--- src/rtl/power_seq_if.sv ---
// Host write port and register-block write bus grouped for the power sequencer.
// Pure wiring: no logic or state, so it adds no latency.
// No backpressure: host_ready is advisory; writes presented while it is low are dropped.
//
// Signals:
//   host_data   [7:0]  host write data
//   host_valid  [9:0]  host register select, one bit per register
//   host_ready         host writes are currently forwarded
//   host_reject        one-cycle pulse for a dropped host write
//   master_data [7:0]  write data toward the register block
//   valid_bus   [9:0]  write strobes toward the register block
interface power_seq_if;
    logic [7:0] host_data;
    logic [9:0] host_valid;
    logic       host_ready;
    logic       host_reject;
    logic [7:0] master_data;
    logic [9:0] valid_bus;

    // slave: the sequencer side
    modport slave (
        input  host_data, host_valid,
        output host_ready, host_reject, master_data, valid_bus
    );

    // master: the host / environment side
    modport master (
        output host_data, host_valid,
        input  host_ready, host_reject, master_data, valid_bus
    );
endinterface

--- src/rtl/power_seq.sv ---
// Power rail sequencer: runs fixed power-up/down write sequences to a register block, forwards host writes when idle.
// Latency: one cycle from start/stop or host write to valid_bus; sequencer writes are DELAY+1 cycles apart.
// No backpressure: host writes arriving while busy (or to masked registers in ON) are dropped and flagged by host_reject.
//
// Ports:
//   clk, n_rst    clock and synchronous active-low reset
//   start, stop   one-cycle power-up / power-down requests
//   bus           host port and register write bus (power_seq_if.slave)
//   busy          a sequence is running
//   power_good    rails are up (state ON)
module power_seq #(
    parameter int unsigned DELAY = 1000
) (
    input  logic          clk,
    input  logic          n_rst,
    input  logic          start,
    input  logic          stop,
    power_seq_if.slave    bus,
    output logic          busy,
    output logic          power_good
);

    typedef enum logic [2:0] {OFF, UP_WR, UP_WAIT, ON, DN_WR, DN_WAIT} state_t;

    localparam logic [15:0] DELAY_C  = 16'(DELAY);
    localparam logic [2:0]  UP_LAST  = 3'd4;
    localparam logic [2:0]  DN_LAST  = 3'd3;
    // Rail-off registers the host may not touch while powered up
    localparam logic [9:0]  ON_MASK  = 10'h180;

    state_t      state;
    logic [2:0]  step;
    logic [15:0] cnt;
    logic        stop_pend;

    // Sequence table: {register index, data} for each step
    function automatic logic [11:0] seq_word(input logic dn, input logic [2:0] s);
        logic [11:0] w;
        w = 12'h000;
        case ({dn, s})
            4'b0_000: w = {4'd9, 8'h01};
            4'b0_001: w = {4'd7, 8'h00};
            4'b0_010: w = {4'd8, 8'h00};
            4'b0_011: w = {4'd6, 8'h01};
            4'b0_100: w = {4'd9, 8'h00};
            4'b1_000: w = {4'd9, 8'h01};
            4'b1_001: w = {4'd6, 8'h00};
            4'b1_010: w = {4'd8, 8'h01};
            4'b1_011: w = {4'd7, 8'h01};
            default:  w = 12'h000;
        endcase
        return w;
    endfunction

    function automatic logic [9:0] strobe_of(input logic [11:0] w);
        return 10'b1 << w[11:8];
    endfunction

    always_ff @(posedge clk) begin
        if (!n_rst) begin
            state           <= OFF;
            step            <= 3'd0;
            cnt             <= 16'd0;
            stop_pend       <= 1'b0;
            bus.valid_bus   <= '0;
            bus.master_data <= '0;
            bus.host_ready  <= 1'b0;
            bus.host_reject <= 1'b0;
            busy            <= 1'b0;
            power_good      <= 1'b0;
        end else begin
            // Strobes are single-cycle; only the branches below raise them
            bus.valid_bus   <= '0;
            bus.master_data <= '0;
            bus.host_reject <= 1'b0;
            // Defaults track the current state; transitions override them
            bus.host_ready  <= (state == OFF) || (state == ON);
            busy            <= (state != OFF) && (state != ON);
            power_good      <= (state == ON);

            case (state)
                OFF: begin
                    if (start && !stop) begin
                        state           <= UP_WR;
                        step            <= 3'd0;
                        bus.valid_bus   <= strobe_of(seq_word(1'b0, 3'd0));
                        bus.master_data <= seq_word(1'b0, 3'd0)[7:0];
                        bus.host_ready  <= 1'b0;
                        busy            <= 1'b1;
                        // The sequencer owns the bus in this slot
                        bus.host_reject <= |bus.host_valid;
                    end else begin
                        bus.valid_bus   <= bus.host_valid;
                        bus.master_data <= bus.host_data;
                    end
                end

                UP_WR: begin
                    state           <= UP_WAIT;
                    cnt             <= DELAY_C;
                    stop_pend       <= stop_pend | stop;
                    bus.host_reject <= |bus.host_valid;
                end

                UP_WAIT: begin
                    cnt             <= cnt - 16'd1;
                    stop_pend       <= stop_pend | stop;
                    bus.host_reject <= |bus.host_valid;
                    if (cnt == 16'd1) begin
                        if (stop_pend || stop) begin
                            // Abandon the remaining up steps and power down fully
                            state           <= DN_WR;
                            step            <= 3'd0;
                            stop_pend       <= 1'b0;
                            bus.valid_bus   <= strobe_of(seq_word(1'b1, 3'd0));
                            bus.master_data <= seq_word(1'b1, 3'd0)[7:0];
                        end else if (step == UP_LAST) begin
                            state          <= ON;
                            busy           <= 1'b0;
                            power_good     <= 1'b1;
                            bus.host_ready <= 1'b1;
                        end else begin
                            state           <= UP_WR;
                            step            <= step + 3'd1;
                            bus.valid_bus   <= strobe_of(seq_word(1'b0, step + 3'd1));
                            bus.master_data <= seq_word(1'b0, step + 3'd1)[7:0];
                        end
                    end
                end

                ON: begin
                    if (stop) begin
                        state           <= DN_WR;
                        step            <= 3'd0;
                        bus.valid_bus   <= strobe_of(seq_word(1'b1, 3'd0));
                        bus.master_data <= seq_word(1'b1, 3'd0)[7:0];
                        bus.host_ready  <= 1'b0;
                        busy            <= 1'b1;
                        power_good      <= 1'b0;
                        bus.host_reject <= |bus.host_valid;
                    end else begin
                        // Unmasked bits still go through; masked bits are dropped and flagged
                        bus.valid_bus   <= bus.host_valid & ~ON_MASK;
                        bus.master_data <= bus.host_data;
                        bus.host_reject <= |(bus.host_valid & ON_MASK);
                    end
                end

                DN_WR: begin
                    state           <= DN_WAIT;
                    cnt             <= DELAY_C;
                    bus.host_reject <= |bus.host_valid;
                end

                DN_WAIT: begin
                    cnt             <= cnt - 16'd1;
                    bus.host_reject <= |bus.host_valid;
                    if (cnt == 16'd1) begin
                        if (step == DN_LAST) begin
                            state          <= OFF;
                            busy           <= 1'b0;
                            bus.host_ready <= 1'b1;
                        end else begin
                            state           <= DN_WR;
                            step            <= step + 3'd1;
                            bus.valid_bus   <= strobe_of(seq_word(1'b1, step + 3'd1));
                            bus.master_data <= seq_word(1'b1, step + 3'd1)[7:0];
                        end
                    end
                end

                default: state <= OFF;
            endcase
        end
    end

endmodule

--- src/flat_wrapper.sv ---
// flat-port wrapper written by rule: the top's interface ports become plain ports
module power_seq_flat 
#(
    parameter int unsigned DELAY = 1000
)
  (clk, n_rst, start, stop, busy, power_good, bus_host_data, bus_host_valid, bus_host_ready, bus_host_reject, bus_master_data, bus_valid_bus);
  power_seq_if bus_i ();
  input  logic clk;
  input  logic n_rst;
  input  logic start;
  input  logic stop;
  output logic busy;
  output logic power_good;
  input wire logic [$bits(bus_i.host_data)-1:0] bus_host_data;
  input wire logic [$bits(bus_i.host_valid)-1:0] bus_host_valid;
  output wire logic [$bits(bus_i.host_ready)-1:0] bus_host_ready;
  output wire logic [$bits(bus_i.host_reject)-1:0] bus_host_reject;
  output wire logic [$bits(bus_i.master_data)-1:0] bus_master_data;
  output wire logic [$bits(bus_i.valid_bus)-1:0] bus_valid_bus;
  assign bus_i.host_data = bus_host_data;
  assign bus_i.host_valid = bus_host_valid;
  assign bus_host_ready = bus_i.host_ready;
  assign bus_host_reject = bus_i.host_reject;
  assign bus_master_data = bus_i.master_data;
  assign bus_valid_bus = bus_i.valid_bus;
  power_seq #(.DELAY(DELAY)) u_core (.clk(clk), .n_rst(n_rst), .start(start), .stop(stop), .bus(bus_i), .busy(busy), .power_good(power_good));
endmodule
--- config.mk ---
export PLATFORM = sky130hd
export DESIGN_NAME = power_seq_flat
export DESIGN_NICKNAME = d
export VERILOG_FILES = /design/src/rtl/power_seq_if.sv /design/src/rtl/power_seq.sv /design/src/flat_wrapper.sv
export SDC_FILE = /design/constraint.sdc
export NUM_CORES = 1
export LEC_CHECK = 0
export BUFFER_PORTS_ARGS = -buffer_cell sky130_fd_sc_hd__buf_4
export CORE_MARGIN = 2
export CORE_UTILIZATION = 25
export DETAILED_ROUTE_END_ITERATION = 8
export PLACE_DENSITY_LB_ADDON = 0.05
export SYNTH_ARGS = -nofsm -noshare
export SYNTH_HDL_FRONTEND = slang
export SYNTH_SLANG_ARGS = --single-unit
export TNS_END_PERCENT = 5
--- constraint.sdc ---
create_clock -name clk -period 5.1 [get_ports clk]
set_clock_uncertainty 0.2 [all_clocks]
set_input_delay 0.51 -clock clk [delete_from_list [all_inputs] [get_ports clk]]
set_output_delay 0.51 -clock clk [all_outputs]
set_load 0.005 [all_outputs]
Word-level counts from Yosys, hierarchy flattened
Index checks and enable logic that the tools add are counted. W data, S select, Z words.

Bits in registers: 45. Bits in latches: 0. Bits in writable memories: 0. Memory bits (read-only): 0. Output and inout port bits: 22. Memories kept: 0.

Add/subtract/negate cells: 2. Multiply operators: 0. Div/mod/pow operators: 0. $lt $le $gt $ge: 0. Equality and inequality tests: 19. Shift operators: 2. Multiplexer cells: 71. Bitwise gates (word level): 1. Reduce and logical (&&, ||, !) cells: 18.

Operator list (number): $mux W12 (9); $mux W10 (7); $pmux W12 S5 (1); $mux W8 (7); $pmux W12 S4 (1); $pmux W10 S4 (1); $mux W3 (13); $pmux W16 S2 (1); $pmux W8 S4 (1); $mux W1 (22); $shl A1 B4 Y10 const A (2); $pmux W3 S6 (1); $eq A16 B1 Y1 const B (1); $sub A16 B1 Y16 const B (1); $eq A3 B2 Y1 const B (5); $eq A3 B3 Y1 const B (4); $pmux W3 S4 (1); $reduce_or A10 Y1 (1); $pmux W1 S4 (2); $reduce_and A7 Y1 (1); $eq A3 B1 Y1 const B (2); $logic_not A3 Y1 (2); $ne A2 B2 Y1 const B (3); $ne A3 B2 Y1 const B (2); other kinds (15) (22).

Logic depth before layout (Yosys ltp)
Gate-level depths: netlist (run 1).

Depth after elaboration: 13. Gate-level depth with buffers: 8. Mapped depth without buffers: 7.

Worst setup path after synthesis (run 1)
OpenSTA, ideal clock, no wires.

Path kind: register -> register. Start: reg u_core.step[0]. End: reg u_core.step[2]. Setup time: 123 ps. Arrival: 1943 ps. Data required time: 4777 ps. Slack: 2834 ps. Stages on the path, launching flop included: 8. Period minus slack after synthesis: 2266 ps. Cell sequence: dfxtp_1 ha_1 ha_1 clkbuf_1 nor3b_1 o21ai_0 nor3_4 mux2_1.

Word-level cells in the longest chain between the ends: 5. Elaborated cells on any way between the ends: 12. Classes of those cells: 1 x add/sub; 4 x eq/ne; 6 x mux; 1 x reduce/logical.

Ends and longest elaborated chain: start, declared (line power_seq.sv:32) `logic [2:0] step;`; start signal, assigned (line power_seq.sv:124) `step <= step + 3'd1;`; start signal, assigned (line power_seq.sv:165) `step <= step + 3'd1;`; $add A3 B1 Y3 (line power_seq.sv:124, power_seq.sv:165); $mux W3 (line power_seq.sv:117) `end else if (step == UP_LAST) begin`; $mux W3 (line power_seq.sv:110) `if (stop_pend || stop) begin`; $mux W3 (line power_seq.sv:109) `if (cnt == 16'd1) begin`; $pmux W3 S4 (line power_seq.sv:81) `case (state)`.

Several ways; a longest one is shown, not always the timed one. The select of a mux whose other input is x is not followed. A chain may end at the register's enable or synchronous reset.

Worst setup path in the final report (run 1)
Start: reg u_core.step[0]. End: reg u_core.bus.valid_bus[6].

Word-level cells in the longest chain between the ends: 13. Elaborated cells on any way between the ends: 27. Classes of those cells: 1 x add/sub; 6 x eq/ne; 2 x shift; 17 x mux; 1 x reduce/logical.

Ends and longest elaborated chain: $add A3 B1 Y3 (line power_seq.sv:125, power_seq.sv:166); $eq A3 B3 Y1 (tied with other cells) (line power_seq.sv:40) `case ({dn, s})`; $pmux W12 S5 (line power_seq.sv:40); $mux W12 (line power_seq.sv:117); $mux W12 (line power_seq.sv:110); $mux W12 (line power_seq.sv:109); $mux W12 (line power_seq.sv:81); $mux W12 (line power_seq.sv:60) `if (!n_rst) begin`; $shl A1 B4 Y10 (line power_seq.sv:56) `return 10'b1 << w[11:8];`; $mux W10 (line power_seq.sv:117); $mux W10 (line power_seq.sv:110); $mux W10 (line power_seq.sv:109); $pmux W10 S4 * (line power_seq.sv:81); end signal, assigned (line power_seq.sv:86) `bus.valid_bus <= strobe_of(seq_word(1'b0, 3'd0));`; end signal, assigned (line power_seq.sv:115) `bus.valid_bus <= strobe_of(seq_word(1'b1, 3'd0));`; end signal, assigned (line power_seq.sv:125) `bus.valid_bus <= strobe_of(seq_word(1'b0, step + 3'd1));`; end, declared (line power_seq_if.sv:23) `output host_ready, host_reject, master_data, valid_bus`.

Mark *: on every way between the ends. The rest lies on a longest branch, timed or not. The select of a mux whose other input is x is not followed.

==> impl_metrics.csv, run 1 <==
group,metric,value,unit
run_status,status,"complete, no violations",
yosys,synth_top_area_share,35.63,%
critical_path,worstPathRequired,5110,ps
clock_network,cts.sinks,45,
critical_path,cp-start-kind,"register",
power_and_ir_drop,p_leak,1.176,nW
global_route,grt_pass1_vias,2097,
sta,period_share,51.06,%
drt,routed_via_density,4.814,
power_and_ir_drop,p_per_area,515.5,nW/µm²
yosys,ys_ff_latch,45,
min_path,worstHoldPathCells,2,
yosys,synth_top_family_by_area,"simple AND/OR/NAND/NOR gates",
sta,period_needed,2604,ps
clock_network,clockBufferDepth,2,
critical_path,r2r-start,"u_core.step[0]",
sta,slew_headroom,50.74,%
finish,area_delta_synth_final,20.93,%
placed_design,dp_hpwl,5630,µm
critical_path,crit_path_end_kind,"register",
yosys,yosys.area.top_type,"dfxtp_1",
die,io_pins,44,
critical_path,critPathLaunch,"u_core.step[0]",
clock_network,post_cts_buffers,0,
die,die_h,104.6,µm
yosys,syn_inst,301,
drt,drt_iter0_drc,224,
finish,antenna_cells,0,
clock_network,cts.repair.resized,0,
die,die_area,10930,µm²
drt,drcViolationCount,0,
sta,finalSetupTns,0,ps
power_and_ir_drop,power.total,0.001576,W
drt,vias,2272,
finish,multi_input_area,1525,µm²
finish,regArea,900.9,µm²
yosys,synth-main-ff-cell,"dfxtp_1",
global_route,grt_overflow_total,0,
critical_path,r2r_cells,6,
global_route,grt_max_degree,23,
yosys,synth_cell_types,60,
yosys,synth_edf_count,0,
power_and_ir_drop,irDropWorstVdd,0.0001458,V
yosys,seq_area_frac_synth,35.63,%
global_route,grt_use_total,13.16,%
placed_design,gp_congestion,0.7865,
sta,rsz0062_at_grt,"false",
finish,num-nets-final,369,
global_route,grt_pass1_wl,11480,µm
sta,max_freq,384.0,MHz
yosys,synth_warnings,0,
min_path,hp-class,"primary input to register",
yosys,syn_area,2529,µm²
critical_path,critical_path_class,"register to register",
yosys,synthXorXnorAreaFrac,4.156,%
sta,setup_violations,0,
finish,final_cell_mix,"45 x dfxtp_1, 44 x buf_4, 28 x nor2_1, 22 x nand2_1, 21 x a21oi_1",
yosys,synth_mux_area_share,1.633,%
die,die_w,104.6,µm
sta,finalMaxSlewViolations,0,
die,std_cell_rows,36,
clock_network,cts-buffers-inserted,5,
yosys,ys_top_cells_by_area,"dfxtp_1 36%, ha_1 4.5%, a21oi_1 4.2%, nor2_1 4.2%, xnor2_1 3.5%",
critical_path,r2r_setup_slack,2500,ps
critical_path,rr_endpoint,"u_core.bus.valid_bus[6]",
critical_path,crit_fanout,9,
finish,fill_cells,1051,
critical_path,critPathCapture,"u_core.bus.valid_bus[6]",
finish,layout_commonest_cell,"dfxtp_1",
placed_design,io_buffers,43,
yosys,synth-compound-area-share,17.62,%
clock_network,cts_tree,"yes",
critical_path,critPathArrivalTime,2610,ps
die,core,9774,µm²
yosys,postSynthAreaPerCell,8.401,µm²
clock_network,cts_root_buf,"clkbuf_8",
yosys,synth_fp_nets,332,
clock_network,cts.reportedPaths.clkPinSlew,100,ps
yosys,async_reset_ff_share,0,%
clock_network,hold_buffers,0,
run,maxCapViolCount,0,
drt,ant_nets,0,
drt,drt-total-wl,7417,µm
yosys,yosys.area_share.simple,32.46,%
sta,hold_viol_final,0,
yosys,synth_adder_area_share,4.453,%
clock_network,clock_latency,300,ps
die,initial_core_util,25.87,%
sta,tightest_slew,737.9,ps
drt,post_drt_wl_per_cell,15.71,µm
drt,drt_pass1_iterations,4,
global_route,antenna_found_initial,0,
clock_network,htree_levels,2,
finish,drive_above_1_share,21.24,%
power by group:
group / internal [W] / switching (W) / leakage [nW]
clock network: 0.0000992 / 0.000139 / 0.0447
registers: 0.000447 / 0.000120 / 0.369
logic: 0.000341 / 0.000429 / 0.763
total: 0.000887 / 0.000689 / 1.18
synth_stat cells, drive strengths merged (2+ instances only):
cell,instances
nand3,11
a21oi,21
o22ai,3
dfxtp,45
or2,2
inv,11
mux2i,3
a211oi,2
nor4,9
nor3,15
nor4b,3
nand4,3
a21o,2
and2,11
clkbuf,9
a31oi,6
or4,4
xnor2,10
nand2,22
ha,9
a21boi,2
o21ai,20
xor2,2
nand2b,8
o211ai,2
or3,3
nand3b,3
nor3b,5
buf,5
nor2b,4
nor2,28
sequential cells by signal (all words and copies together) (netlist names):
name                    cells
u_core.busy                 1
u_core.bus.host_ready       1
u_core.power_good           1
u_core.bus.master_data      8
u_core.bus.valid_bus       10
u_core.step                 3
u_core.state                3
u_core.cnt                 16
u_core.bus.host_reject      1
u_core.stop_pend            1
cell type report:
| cell class | instances | share of cell area [%] |
|---|---|---|
| clock buffers | 5 | 2.250 |
| clock inverters | 3 | 0.8183 |
| well taps | 133 | 5.442 |
| inverters | 11 | 1.350 |
| flip-flops and latches | 45 | 29.46 |
| multi-input cells | 231 | 49.88 |
| repair buffers | 44 | 10.80 |
per-stage QoR:
step	utilization [%]	worst slack [ps]	cell area (µm²)	cells	hold WS, ps
after floorplan	-	2834	2529	301	273.8
after global placement	30.33	2587	2964	464	328.1
after detailed placement	30.33	2549	2964	464	305.3
after CTS	31.29	2522	3058	472	184.1
after global routing	31.29	2295	3058	472	181.4
final	31.29	2496	3058	472	198.7
worst min-delay path by stage:
stage / startpoint / to / slack (ps)
after detailed placement: u_core.cnt[0] / u_core.cnt[0] / 310
after floorplan: u_core.cnt[0] / u_core.cnt[0] / 270
after global placement: u_core.step[0] / u_core.step[0] / 330
after global routing: bus_host_data[2] / u_core.bus.master_data[2] / 180
after CTS: bus_host_data[1] / u_core.bus.master_data[1] / 180
final: bus_host_data[1] / u_core.bus.master_data[1] / 200
metal layers:
metal | GRT usage, % | up-vias | share of wire [%]
met4 | 3.619 | 0 | 1.3
li1 | - | 1158 | -
met1 | 19.22 | 1036 | 52
met5 | 0 | - | 0
met2 | 18.86 | 70 | 41
met3 | 3.618 | 8 | 5.5
cell families (layout without fill, tap and decap cells):
kind of cell / count (synthesis) / in the layout
mux: 4 / 4
fa+ha+maj: 9 / 9
buf+inv: 25 / 63
xor+xnor: 12 / 12
flops: 45 / 45
compound gates: 70 / 70
simple gates: 136 / 136
worst max-delay path: stages (launching register included):
cell and delay (ps):
dfxtp_1 370, ha_1 280, ha_1 340, a211o_1 330, a2111oi_0 610, a31oi_1 110, o31ai_1 280
Note: power is estimated with default switching activity, not from simulation.
==> run 2: changes to the inputs <==
==> constraint.sdc (replaced) <==
create_clock -name clk -period 2.45 [get_ports clk]
set_clock_uncertainty 0.2 [all_clocks]
set_input_delay 0.245 -clock clk [delete_from_list [all_inputs] [get_ports clk]]
set_output_delay 0.245 -clock clk [all_outputs]
set_load 0.005 [all_outputs]
==> run 2 against run 1 <==
  * Sequential cell count did not move
  * Non-clock buffer count grew 32
  * Core utilization increased by 3.4 points
  * Final area is 11% higher
  * Cell count grew 6.8%
  * First-iteration DRC count decreased by 26%
  * Hold slack worse by 170 ps
  * Critical path type unchanged
==> impl_metrics.csv, run 2 (synthesis results as in run 1) <==
group,metric,value,unit
drt,vias,2414,
critical_path,crit_fanout,9,
clock_network,cts_root_buf,"clkbuf_8",
clock_network,htree_levels,2,
finish,final_cell_mix,"62 x buf_4, 45 x dfxtp_1, 28 x nor2_1, 22 x nand2_1, 21 x a21oi_1",
global_route,grt_max_degree,16,
power_and_ir_drop,clkPwrFrac,19.0,%
global_route,use_met1,20.91,%
die,initial_core_util,25.87,%
global_route,grt_overflow_total,0,
die,core,9774,µm²
drt,drcViolationCount,0,
die,die_w,104.6,µm
power_and_ir_drop,comb_power_share,49.7,%
drt,routed_via_density,4.790,
drt,drt_iter0_drc,165,
power_and_ir_drop,switching_power,0.001462,W
power_and_ir_drop,p_leak,1.352,nW
clock_network,clockBufferDepth,2,
finish,regMostFlops,"u_core.cnt",
critical_path,crit_path_end_kind,"register",
placed_design,dp_hpwl,5752,µm
finish,fin_util,34.64,%
critical_path,worstPathRequired,2480,ps
sta,period_share,94.84,%
clock_network,cts.reportedPaths.clkPinSlew,90,ps
sta,setup_violations,0,
finish,layout_commonest_cell,"buf_4",
global_route,grt_pass1_wl,12540,µm
global_route,grtUsageMet3,3.244,%
critical_path,critical_path_class,"register to register",
placed_design,dp_slack,-6.323,ps
clock_network,cts.sinks,45,
drt,drt_pass1_iterations,4,
critical_path,cpMostUsedCell,"ha_1",
sta,period_needed,2323,ps
sta,setup_ws,126.5,ps
global_route,grt_use_total,14.19,%
clock_network,cts-buffers-inserted,5,
power_and_ir_drop,internal-power,0.002169,W
die,io_pins,44,
global_route,busiest_layer,"met1",
min_path,hp-class,"primary input to register",
drt,post_drt_wl_per_cell,15.20,µm
power_and_ir_drop,p_per_area,1072,nW/µm²
drt,ant_nets,0,
power_and_ir_drop,irDropWorstVdd,0.0003272,V
die,die_area,10930,µm²
critical_path,cp-start-kind,"register",
finish,drive_above_1_share,24.80,%
finish,largest_reg_flops,16,
power_and_ir_drop,sw_frac_of_total,40.26,%
finish,top_regs,"u_core.cnt (16), u_core.bus.valid_bus (10), u_core.bus.master_data (8)",
placed_design,io_buffers,43,
finish,area_delta_synth_final,33.89,%
die,std_cell_rows,36,
run_status,status,"complete, no violations",
sta,hold_viol_final,0,
placed_design,gp_congestion,0.8024,
clock_network,cts_tree,"yes",
finish,antenna_cells,0,
sta,max_freq,430.4,MHz
sta,slew_headroom,56.96,%
sta,finalMaxSlewViolations,0,
run,maxCapViolCount,0,
critical_path,path_cells,"ha_1, ha_1, a211o_1, a2111oi_0, a31oi_1, o31ai_1",
sta,finalSetupTns,0,ps
critical_path,critPathArrivalTime,2350,ps
finish,num-nets-final,401,
sta,rsz0062_at_grt,"false",
global_route,antenna_found_initial,0,
critical_path,crit_family,"compound AO/OA/AOI/OAI gates",
clock_network,clock_latency,310,ps
critical_path,critPathSlowestCell,"a2111oi_0",
global_route,grt_pass1_vias,2306,
sta,fin_hold_ws,29.86,ps
critical_path,slowest_delay,470,ps
drt,drt-total-wl,7663,µm
critical_path,crit_buf_inv,0,
power_and_ir_drop,power_frac_seq,31.3,%
power_and_ir_drop,power.total,0.003630,W
die,die_h,104.6,µm
sta,tightest_slew,640.7,ps
global_route,grt_util_met2,20.68,%
[run 2: cell types whose count changed in the layout (fill, tap and decap cells not counted)]
cell and change:
nor3b_2 +1, clkinvlp_4 -1, nor3b_1 -1, dlygate4sd3_1 +14, bufinv_16 +2, o21ai_2 +1
clkinv_4 -1, buf_4 +18, o21ai_0 -1
[run 2: metrics by stage]
stage               cell area, µm²  cells
finish                        3386    504
global route                  3386    504
CTS                           3377    504
detailed placement            3099    482
global placement              3099    482
floorplan                     2529    301
[run 2: tightest hold or removal path, cell delays in order]
cell and delay [ps]:
buf_4 90, a31oi_1 60, a21oi_1 110
[run 2: per-layer routing]
| metal | share of wire [%] | vias up | wire length [µm] |
|---|---|---|---|
| met2 | 41 | 68 | 3143 |
| met3 | 6.1 | 8 | 466 |
| met1 | 52 | 1116 | 3971 |
| li1 | - | 1222 | - |
| met5 | 0 | - | 0 |
| met4 | 1.1 | 0 | 82 |
[run 2: final timing paths]
check / from / endpoint / slack [ps] / cells after the start
worst max-delay path: u_core.step[0] / u_core.bus.valid_bus[6] / 130 / 6
worst min-delay path: bus_host_valid[7] / u_core.bus.valid_bus[7] / 30 / 3
worst max register to register: u_core.step[0] / u_core.bus.valid_bus[6] / 130 / 6
worst min register to register: u_core.cnt[0] / u_core.cnt[0] / 330 / 2
[run 2: final cells by class]
class / count / area, µm²
clock inverters: 3 / 68.82
repair buffers: 76 / 605.6
well taps: 133 / 166.4
clock buffers: 5 / 68.82
fillers: 1038 / 6389
flip-flops and latches: 45 / 900.9
multi-input cells: 231 / 1534
inverters: 11 / 41.29
[run 2: power groups by stage]
stage	clock [W]	sequential [W]	combinational (W)
after floorplan	0	0.00109	0.00123
after global placement	0	0.00116	0.00182
after detailed placement	0	0.00115	0.00178
after CTS	0.000718	0.00113	0.00181
after global routing	0.000743	0.00116	0.00202
final	0.000691	0.00114	0.00180
[run 2: what timing repair did]
| item | CTS | global route |
|---|---|---|
| buffers inserted | 0 | 0 |
| hold buffers | 14 | 0 |
| setup endpoints to repair | 1 | 2 |
| endpoints found under the hold margin | 14 | 0 |
| gates resized for setup | 1 | 2 |
==> run 3: changes to the inputs <==
==> constraint.sdc (replaced) <==
create_clock -name clk -period 1.94 [get_ports clk]
set_clock_uncertainty 0.2 [all_clocks]
set_input_delay 0.194 -clock clk [delete_from_list [all_inputs] [get_ports clk]]
set_output_delay 0.194 -clock clk [all_outputs]
set_load 0.005 [all_outputs]
==> run 3 against run 2 <==
  * The run now ends with negative setup slack left
  * Global-route usage is 1.3 points higher
  * Non-clock buffer count grew 64
  * Clock power is 9.8% lower
  * Final area is 18% higher
  * Sequential cell count unchanged
  * First-iteration DRC count is 45% lower
  * Worst setup slack lost 140 ps
  * Power grew 42%
  * Sequential power is 25% higher
  * Die area stayed put
  * Core utilization grew 6.3 points
  * Critical path type unchanged
==> impl_metrics.csv, run 3 (synthesis results as in run 1) <==
group,metric,value,unit
placed_design,gp_congestion,0.7929,
critical_path,crit_path_end_kind,"register",
finish,final_cell_mix,"121 x buf_4, 34 x dfxtp_1, 28 x nor2_1, 22 x nand2_1, 20 x a21oi_1",
clock_network,cts.sinks,45,
power_and_ir_drop,irDropWorstVdd,0.0006241,V
finish,area_delta_synth_final,58.44,%
finish,drive_above_1_share,42.76,%
drt,routed_via_density,4.690,
placed_design,dp_cells,541,
placed_design,dp_slack,-47.84,ps
finish,finalNonFillerCells,568,
critical_path,worstPathRequired,1980,ps
finish,regMostFlops,"u_core.cnt",
run,maxCapViolCount,0,
placed_design,dp_hpwl,6529,µm
die,die_w,104.6,µm
global_route,grt_max_degree,15,
power_and_ir_drop,p_per_area,1290,nW/µm²
drt,drt_pass1_iterations,4,
sta,max_freq,512.8,MHz
clock_network,cts.reportedPaths.clkPinSlew,90,ps
power_and_ir_drop,p_leak,1.666,nW
finish,final_cell_area,4006,µm²
die,die_area,10930,µm²
run_status,violations,"negative setup slack",
critical_path,crit_fanout,4,
clock_network,htree_levels,2,
clock_network,cts-buffers-inserted,5,
drt,ant_nets,0,
global_route,grt_use_total,15.52,%
sta,slew_headroom,66.36,%
finish,fill_cells,1008,
clock_network,clock_latency,310,ps
die,std_cell_rows,36,
sta,setup_violations,1,
global_route,grt_pass1_vias,2666,
sta,tightest_slew,502.8,ps
placed_design,io_buffers,43,
power_and_ir_drop,power.total,0.005167,W
sta,finalMaxSlewViolations,0,
drt,drt-total-wl,8421,µm
drt,drcViolationCount,0,
run_status,status,"finished, violations left",
sta,rsz0062_at_grt,"true",
finish,layout_commonest_cell,"buf_4",
finish,num-nets-final,465,
global_route,grt_overflow_total,0,
die,initial_core_util,25.87,%
die,core,9774,µm²
critical_path,cp-start-kind,"register",
drt,vias,2664,
drt,drt_iter0_drc,90,
finish,multi_input_area,1687,µm²
drt,post_drt_wl_per_cell,14.83,µm
finish,regArea,924.6,µm²
global_route,grt_pass1_wl,13560,µm
sta,period_needed,1950,ps
finish,antenna_cells,0,
critical_path,critPathArrivalTime,1990,ps
clock_network,cts_root_buf,"clkbuf_8",
finish,largest_reg_flops,16,
critical_path,critical_path_class,"register to register",
clock_network,cts_tree,"yes",
min_path,hp-class,"primary input to register",
clock_network,clockBufferDepth,2,
global_route,antenna_found_initial,0,
finish,top_regs,"u_core.cnt (16), u_core.bus.valid_bus (10), u_core.bus.master_data (8)",
sta,finalSetupTns,-9.999,ps
sta,setup_ws,-9.999,ps
placed_design,place_area,3608,µm²
sta,period_share,100.5,%
sta,hold_viol_final,0,
die,die_h,104.6,µm
die,io_pins,44,
run 3: cell types whose count changed in the layout (fill, tap and decap cells not counted), moves of 3 or more:
cell | before | now
dfxtp_1 | 45 | 34
buf_4 | 62 | 121
dfxtp_4 | 0 | 4
dfxtp_2 | 0 | 7
ha_4 | 0 | 4
inv_2 | 0 | 3
dlygate4sd3_1 | 14 | 17
inv_1 | 11 | 8
ha_1 | 9 | 3
run 3: metal layers:
metal | global-route usage [%] | wire length [µm] | vias up
li1 | - | - | 1348
met1 | 20.08 | 3926 | 1256
met2 | 27.45 | 4151 | 56
met3 | 2.807 | 292 | 4
met4 | 2.286 | 50 | 0
met5 | 0 | 0 | -
run 3: power by group:
group / switching [W] / internal (W)
sequential: 0.000217 / 0.00120
combinational: 0.00149 / 0.00164
clock: 0.000367 / 0.000256
run 3: stage by stage:
step	utilization, %	hold WS, ps
after detailed placement	36.92	200.4
after global routing	40.99	112.1
after global placement	36.92	201.3
after floorplan	-	102.5
final	40.99	90.32
after CTS	39.78	0.3982
run 3: worst max-delay path, stage by stage, from the launching register on:
cell and delay, ps:
dfxtp_2 330, inv_2 70, ha_4 130, nor4b_4 260, nand4_4 180, or4_4 590, o21ai_2 140
run 3: path summary, 6_finish.rpt:
path / to / cells past startpoint / slack [ps] / startpoint
setup / recovery: u_core.bus.valid_bus[1] / 6 / -10 / u_core.cnt[1]
hold / removal: u_core.bus.host_reject / 5 / 90 / bus_host_valid[9]
setup reg to reg: u_core.bus.valid_bus[1] / 6 / -10 / u_core.cnt[1]
hold reg to reg: u_core.step[0] / 2 / 320 / u_core.step[0]
run 3: timing repair:
item / CTS / global route
resized for setup: 8 / 29
hold endpoints to repair: 16 / 1
pin swaps: 1 / 10
hold buffers: 16 / 1
setup buffers: 0 / 2
endpoints found under the setup margin: 13 / 29
run 3: cell type report:
type                    count  share of cell area, %
clock inverters             2                 0.3435
clock buffers               6                  1.811
well taps                 133                  4.154
repair buffers            140                  27.48
flip-flops and latches     45                  23.08
inverters                  11                  1.031
multi-input cells         231                  42.10
